### src/rtl/spi_regbank.sv
// spi_regbank: SPI mode-0 slave register bank with burst auto-increment and one live read-only register.
//   clk_ref/sys_rst : fabric clock (>= 8x spi_sclk), synchronous active-high reset
//   spi_ss_n/spi_sclk/spi_mosi/spi_miso : SPI pins; frame = CMD(8) ADDR(ADDR_W) DATA(DATA_W)..., 0x03 write, 0x04 read
//   live_valid/live_data : loads register LIVE_ADDR every cycle live_valid is high
//   regs_flat : all registers, reg i at [i*DATA_W +: DATA_W]
//   wr_strobe/wr_addr/wr_data : one-cycle report of each committed SPI write
//   SPI_REGBANK_BURST_EN : when defined, unlimited words per frame; otherwise one word then drain
module spi_regbank #(
  parameter int DATA_W = 16,
  parameter int ADDR_W = 8,
  parameter int NUM_REGS = 16,
  parameter int LIVE_ADDR = 7,
  parameter logic [NUM_REGS*DATA_W-1:0] RST_VALS = '0
) (
  input  logic                       clk_ref,
  input  logic                       sys_rst,
  input  logic                       spi_ss_n,
  input  logic                       spi_sclk,
  input  logic                       spi_mosi,
  output logic                       spi_miso,
  input  logic                       live_valid,
  input  logic [DATA_W-1:0]          live_data,
  output logic [NUM_REGS*DATA_W-1:0] regs_flat,
  output logic                       wr_strobe,
  output logic [ADDR_W-1:0]          wr_addr,
  output logic [DATA_W-1:0]          wr_data
);
`ifdef SPI_REGBANK_BURST_EN
  localparam bit BURST = 1'b1;
`else
  localparam bit BURST = 1'b0;
`endif
  localparam int IW = NUM_REGS > 1 ? $clog2(NUM_REGS) : 1;
  localparam int AW = ADDR_W > 8 ? ADDR_W : 8;
  localparam int RW = DATA_W > AW ? DATA_W : AW;
  localparam int CW = $clog2(RW + 1);
  typedef enum logic [2:0] {IDLE, CMD, ADDR, WR, RD, DRAIN} state_t;
  state_t state, state_nxt;
  logic [2:0] ss_q, sclk_q;
  logic [1:0] mosi_q;
  logic [RW-1:0] rx, rx_nxt;
  logic [DATA_W-1:0] tx, word;
  logic [CW-1:0] cnt, len;
  logic [7:0] cmd;
  logic [ADDR_W-1:0] addr, addr_inc, new_addr;
  logic rise, fall, ss_rise, ss_fall, shifting, done, wr_ok;
  // [0],[1] synchronize; [2] is the edge-detect history
  assign rise = sclk_q[1] & ~sclk_q[2];
  assign fall = ~sclk_q[1] & sclk_q[2];
  assign ss_rise = ss_q[1] & ~ss_q[2];
  assign ss_fall = ~ss_q[1] & ss_q[2];
  assign rx_nxt = {rx[RW-2:0], mosi_q[1]};
  assign word = rx_nxt[DATA_W-1:0];
  assign new_addr = rx_nxt[ADDR_W-1:0];
  assign shifting = state inside {CMD, ADDR, WR, RD};
  assign len = CW'(state == CMD ? 8 : state == ADDR ? ADDR_W : DATA_W);
  assign done = rise && shifting && cnt == len - 1'b1;
  assign addr_inc = addr == ADDR_W'(NUM_REGS - 1) ? '0 : addr + 1'b1;
  assign wr_ok = 32'(addr) < NUM_REGS && 32'(addr) != LIVE_ADDR;
  function automatic logic [DATA_W-1:0] rd_val(input logic [ADDR_W-1:0] a);
    return 32'(a) < NUM_REGS ? regs_flat[32'(a[IW-1:0]) * DATA_W +: DATA_W] : '0;
  endfunction
  always_ff @(posedge clk_ref) begin
    if (sys_rst) state <= IDLE;
    else state <= state_nxt;
  end
  always_comb begin
    state_nxt = state;
    if (ss_rise) state_nxt = IDLE;
    else if (state == IDLE && ss_fall) state_nxt = CMD;
    else if (done) state_nxt = state == CMD ? ADDR :
                               state == ADDR ? (cmd == 8'h03 ? WR : cmd == 8'h04 ? RD : DRAIN) :
                               BURST ? state : DRAIN;
  end
  always_ff @(posedge clk_ref) begin
    if (sys_rst) begin
      // ss_n history resets low so a frame already in progress never looks like a fresh ss_n fall
      ss_q <= '0;
      sclk_q <= '0;
      mosi_q <= '0;
      rx <= '0;
      tx <= '0;
      cnt <= '0;
      cmd <= '0;
      addr <= '0;
      regs_flat <= RST_VALS;
      spi_miso <= 1'b0;
      wr_strobe <= 1'b0;
      wr_addr <= '0;
      wr_data <= '0;
    end else begin
      ss_q <= {ss_q[1:0], spi_ss_n};
      sclk_q <= {sclk_q[1:0], spi_sclk};
      mosi_q <= {mosi_q[0], spi_mosi};
      wr_strobe <= 1'b0;
      if (rise && shifting) begin
        rx <= rx_nxt;
        cnt <= done ? '0 : cnt + 1'b1;
      end
      if (state == IDLE) cnt <= '0;
      if (done && state == CMD) cmd <= rx_nxt[7:0];
      if (done && state == ADDR) begin
        addr <= new_addr;
        tx <= rd_val(new_addr);
      end
      if (done && state == RD) begin
        addr <= addr_inc;
        tx <= rd_val(addr_inc);
      end
      if (live_valid) regs_flat[LIVE_ADDR*DATA_W +: DATA_W] <= live_data;
      if (done && state == WR) begin
        addr <= addr_inc;
        if (wr_ok) begin
          regs_flat[32'(addr[IW-1:0]) * DATA_W +: DATA_W] <= word;
          wr_strobe <= 1'b1;
          wr_addr <= addr;
          wr_data <= word;
        end
      end
      if (state != RD) spi_miso <= 1'b0;
      else if (fall) begin
        spi_miso <= tx[DATA_W-1];
        tx <= tx << 1;
      end
    end
  end
endmodule
### config.mk
export PLATFORM = sky130hd
export DESIGN_NAME = spi_regbank
export DESIGN_NICKNAME = d
export VERILOG_FILES = /design/src/rtl/spi_regbank.sv
export SDC_FILE = /design/constraint.sdc
export NUM_CORES = 1
export LEC_CHECK = 0
export CELL_PAD_IN_SITES_DETAIL_PLACEMENT = 0
export CELL_PAD_IN_SITES_GLOBAL_PLACEMENT = 1
export CORE_ASPECT_RATIO = 1.1
export CORE_MARGIN = 1.5
export CORE_UTILIZATION = 42
export CTS_BUF_LIST = sky130_fd_sc_hd__clkbuf_4 sky130_fd_sc_hd__clkbuf_8
export CTS_CLUSTER_DIAMETER = 120
export DETAILED_ROUTE_END_ITERATION = 10
export PLACE_DENSITY = 0.9
export SYNTH_ARGS = -nofsm -noshare
export SYNTH_HDL_FRONTEND = slang
export SYNTH_SLANG_ARGS = --single-unit
### constraint.sdc
create_clock -name clk_ref -period 3.8 [get_ports clk_ref]
set_input_delay 0.38 -clock clk_ref [delete_from_list [all_inputs] [get_ports clk_ref]]
set_output_delay 0.38 -clock clk_ref [all_outputs]
set_load 0.005 [all_outputs]
==> metrics.yaml <==
drive_gt1_share_pct: 13.7
p_leak_nw: 7.41
grt_pass1_wl_microns: 117000
cts_tree: "done"
holdCritStartpoint: "sys_rst"
fin_ws_ps: 363
fillers: 4011
synth.largest_area_cell: "dfxtp_1"
seq_area_sq_mm: 0.00692
num_vias: 18600
synth_top_area_share_pct: 37.3
rows: 80
drv_slew: 0
status: "completed"
synth.avg_cell_area_sq_um: 8.89
multiInputGateArea_sq_mm: 0.0107
power_density_mw_per_mm2: 324
drtIter0Drc: 2088
core_sq_mm: 0.0434
grtUsageMet1_pct: 48.1
synthDistinctLibCells: 74
synth-seq-area-share_pct: 37.3
layout.nets: 2345
syn_inst: 2084
rr_startpoint: "state[1]"
slowest_delay_ps: 690
drv_cap: 0
grt_max_degree: 143
drt-total-wl_microns: 79800
crit_type: "reg2reg"
firstDrtPassIters: 5
ff2ff_path_depth: 7
cts_resized: 0
finalHoldViolations: 0
clk_path_buf_depth: 3
reg2reg_setup_slack_ps: 360
routabilityCongestion: 0.964
max_freq_mhz: 291
hpwl_microns: 56600
grt_pass1_vias: 17200
slew_headroom_pct: 25.6
io_buffers: 303
clock_latency_ps: 670
die-area_sq_mm: 0.0454
worstReg2RegEnd: "regs_flat[206]"
use_met2_pct: 51.1
numCtsBuffers: 57
via_per_inst: 6.34
ant_nets: 0
busiest_layer: "met2"
synth.ff_latch_count: 345
cpMaxStageDelayCell: "or3_1"
rsz0062_at_grt: "no"
grt_usage_pct: 34.2
cts.reportedPaths.clkPinSlew_ps: 60
root_buffer: "clkbuf_8"
htree_levels: 2
ys_async_sr_fraction_pct: 0
area_delta_synth_final_pct: 26.4
cp_data_arrival_time_ps: 3940
syn_area_sq_mm: 0.0185
cp_max_fo: 16
vdd_drop_max_uv: 245
worst_hold_slack_ps: 241
cts_sinks: 345
post-route-drc-count: 0
tightest_slew_ps: 1120
initial_core_util_pct: 42.6
finalPower_mw: 7.58
hold_path_class: "in2reg"
synth_ff_type: "dfxtp_1"
startpoint_type: "flip-flop"
wl_per_cell_microns: 27.1
path_delay_family: "compound AO/OA/AOI/OAI gates"
antenna_found_initial: 4
synth_nets: 2110
dp_slack_ps: 436
required_ps: 4310
overflow: 0
cts_setup_buffers: 0
synth_edf_count: 0
synth.area.top_cells: "dfxtp_1 37%, mux2i_1 9.3%, mux4_2 7.9%, nand2_1 4.8%, nand3b_1 4.3%"
fin_crit_sh_pct: 90.5
endpoint_kind: "flip-flop"
cp_cell_sequence: "xor2_1 > a211oi_1 > o21ai_2 > buf_4 > or3_1 > nand2_1 > a21oi_1"
use_met3_pct: 7.79
boundaryPins: 304
die_w_microns: 203
fin_tns_setup_ps: 0
ctsHoldBuffers: 0
whs_path_depth: 2
dieHeight_microns: 223
fin_crit_ps: 3440
hold_end: "ss_q[2]"
yosys_warnings: 0
setup-violations-final: 0
worst-path-buf-inv: 1
finClkSkew_ps: 29.8
[Yosys cell counts, types with 10 or more instances]
| cell | count |
|---|---|
| nand3b_1 | 105 |
| a21oi_1 | 139 |
| o21bai_1 | 13 |
| o31ai_1 | 64 |
| mux2_2 | 33 |
| nor3_1 | 31 |
| dfxtp_1 | 345 |
| buf_1 | 19 |
| o211a_1 | 10 |
| nand2_1 | 237 |
| a311o_1 | 10 |
| o21ai_0 | 21 |
| o221ai_1 | 29 |
| clkbuf_1 | 146 |
| nor2_1 | 171 |
| o211ai_1 | 43 |
| buf_2 | 34 |
| a211oi_1 | 11 |
| o21ai_1 | 54 |
| and3_1 | 32 |
| mux2i_1 | 173 |
| nand3_1 | 112 |
| mux4_2 | 65 |
| a31oi_1 | 11 |
| nor2b_1 | 16 |
[layout make-up]
type	instances	area share, %
Clock inverter	11	0.577
Inverter	10	0.160
Antenna cell	2	0.0214
Sequential cell	345	29.6
Timing Repair Buffer	385	15.8
Clock buffer	95	4.94
Multi-Input combinational cell	1520	45.8
Tap cell	574	3.07
[per-stage QoR]
| stage | cells | instance area [sq um] | utilization [%] |
|---|---|---|---|
| after floorplan | 2084 | 18500 | - |
| after global placement | 2834 | 22100 | 50.9 |
| after detailed placement | 2834 | 22100 | 50.9 |
| after CTS | 2940 | 23400 | 53.9 |
| after global routing | 2941 | 23400 | 53.9 |
| final | 2942 | 23400 | 53.9 |
[report_power, final]
part / total (mW) / switching [mW] / internal [mW] / leakage [nW]
Clock: 3.72 / 1.60 / 2.12 / 0.687
Combinational: 0.216 / 0.116 / 0.100 / 3.94
Sequential: 3.65 / 0.0214 / 3.63 / 2.79
Total: 7.58 / 1.74 / 5.85 / 7.41
[cells in the final DEF (no fill, tap or decap), types with 65 or more instances in the layout]
cell / synthesis / routed
mux2i_1: 173 / 173
mux4_2: 65 / 65
nand3_1: 112 / 112
nand2_1: 237 / 237
clkbuf_8: 0 / 71
nor2_1: 171 / 170
clkdlybuf4s50_1: 0 / 302
buf_4: 4 / 78
nand3b_1: 105 / 105
a21oi_1: 139 / 138
dfxtp_1: 345 / 340
[per-layer routing]
| metal | share of wire, % | vias up |
|---|---|---|
| met5 | 0.029 | - |
| met4 | 3.6 | 4 |
| met3 | 12 | 177 |
| met2 | 44 | 1314 |
| met1 | 41 | 9025 |
| li1 | - | 8129 |
[cells by family (layout without fill, tap and decap cells)]
kind of cell	after synthesis	in the layout	synth area share, %
other	0	2	0
flip-flops	345	345	37.3
XOR/XNOR	7	7	0.372
buffers and inverters	219	501	4.99
adder cells (fa/ha/maj)	4	4	0.270
AND/OR/NAND/NOR	769	769	20.9
AO/OA/AOI/OAI	460	460	16.4
multiplexers	280	280	19.8
[sequential cells by signal, summed over array words and instances (netlist names)]
signal     cells
regs_flat    256
tx            16
wr_data       16
rx            15
addr           8
cmd            8
wr_addr        8
cnt            5
sclk_q         3
ss_q           3
state          3
mosi_q         2
spi_miso       1
wr_strobe      1
[worst max-delay path by stage]
stage | from | to | slack (ps) | cells past startpoint
after floorplan | addr[0] | tx[11] | 810 | 13
after CTS | state[1] | regs_flat[206] | 410 | 7
after global placement | state[2] | regs_flat[194] | 450 | 7
final | state[1] | regs_flat[206] | 360 | 7
after global routing | addr[0] | tx[9] | 200 | 7
after detailed placement | state[1] | regs_flat[206] | 440 | 7
Note: power is estimated with default switching activity, not from simulation.
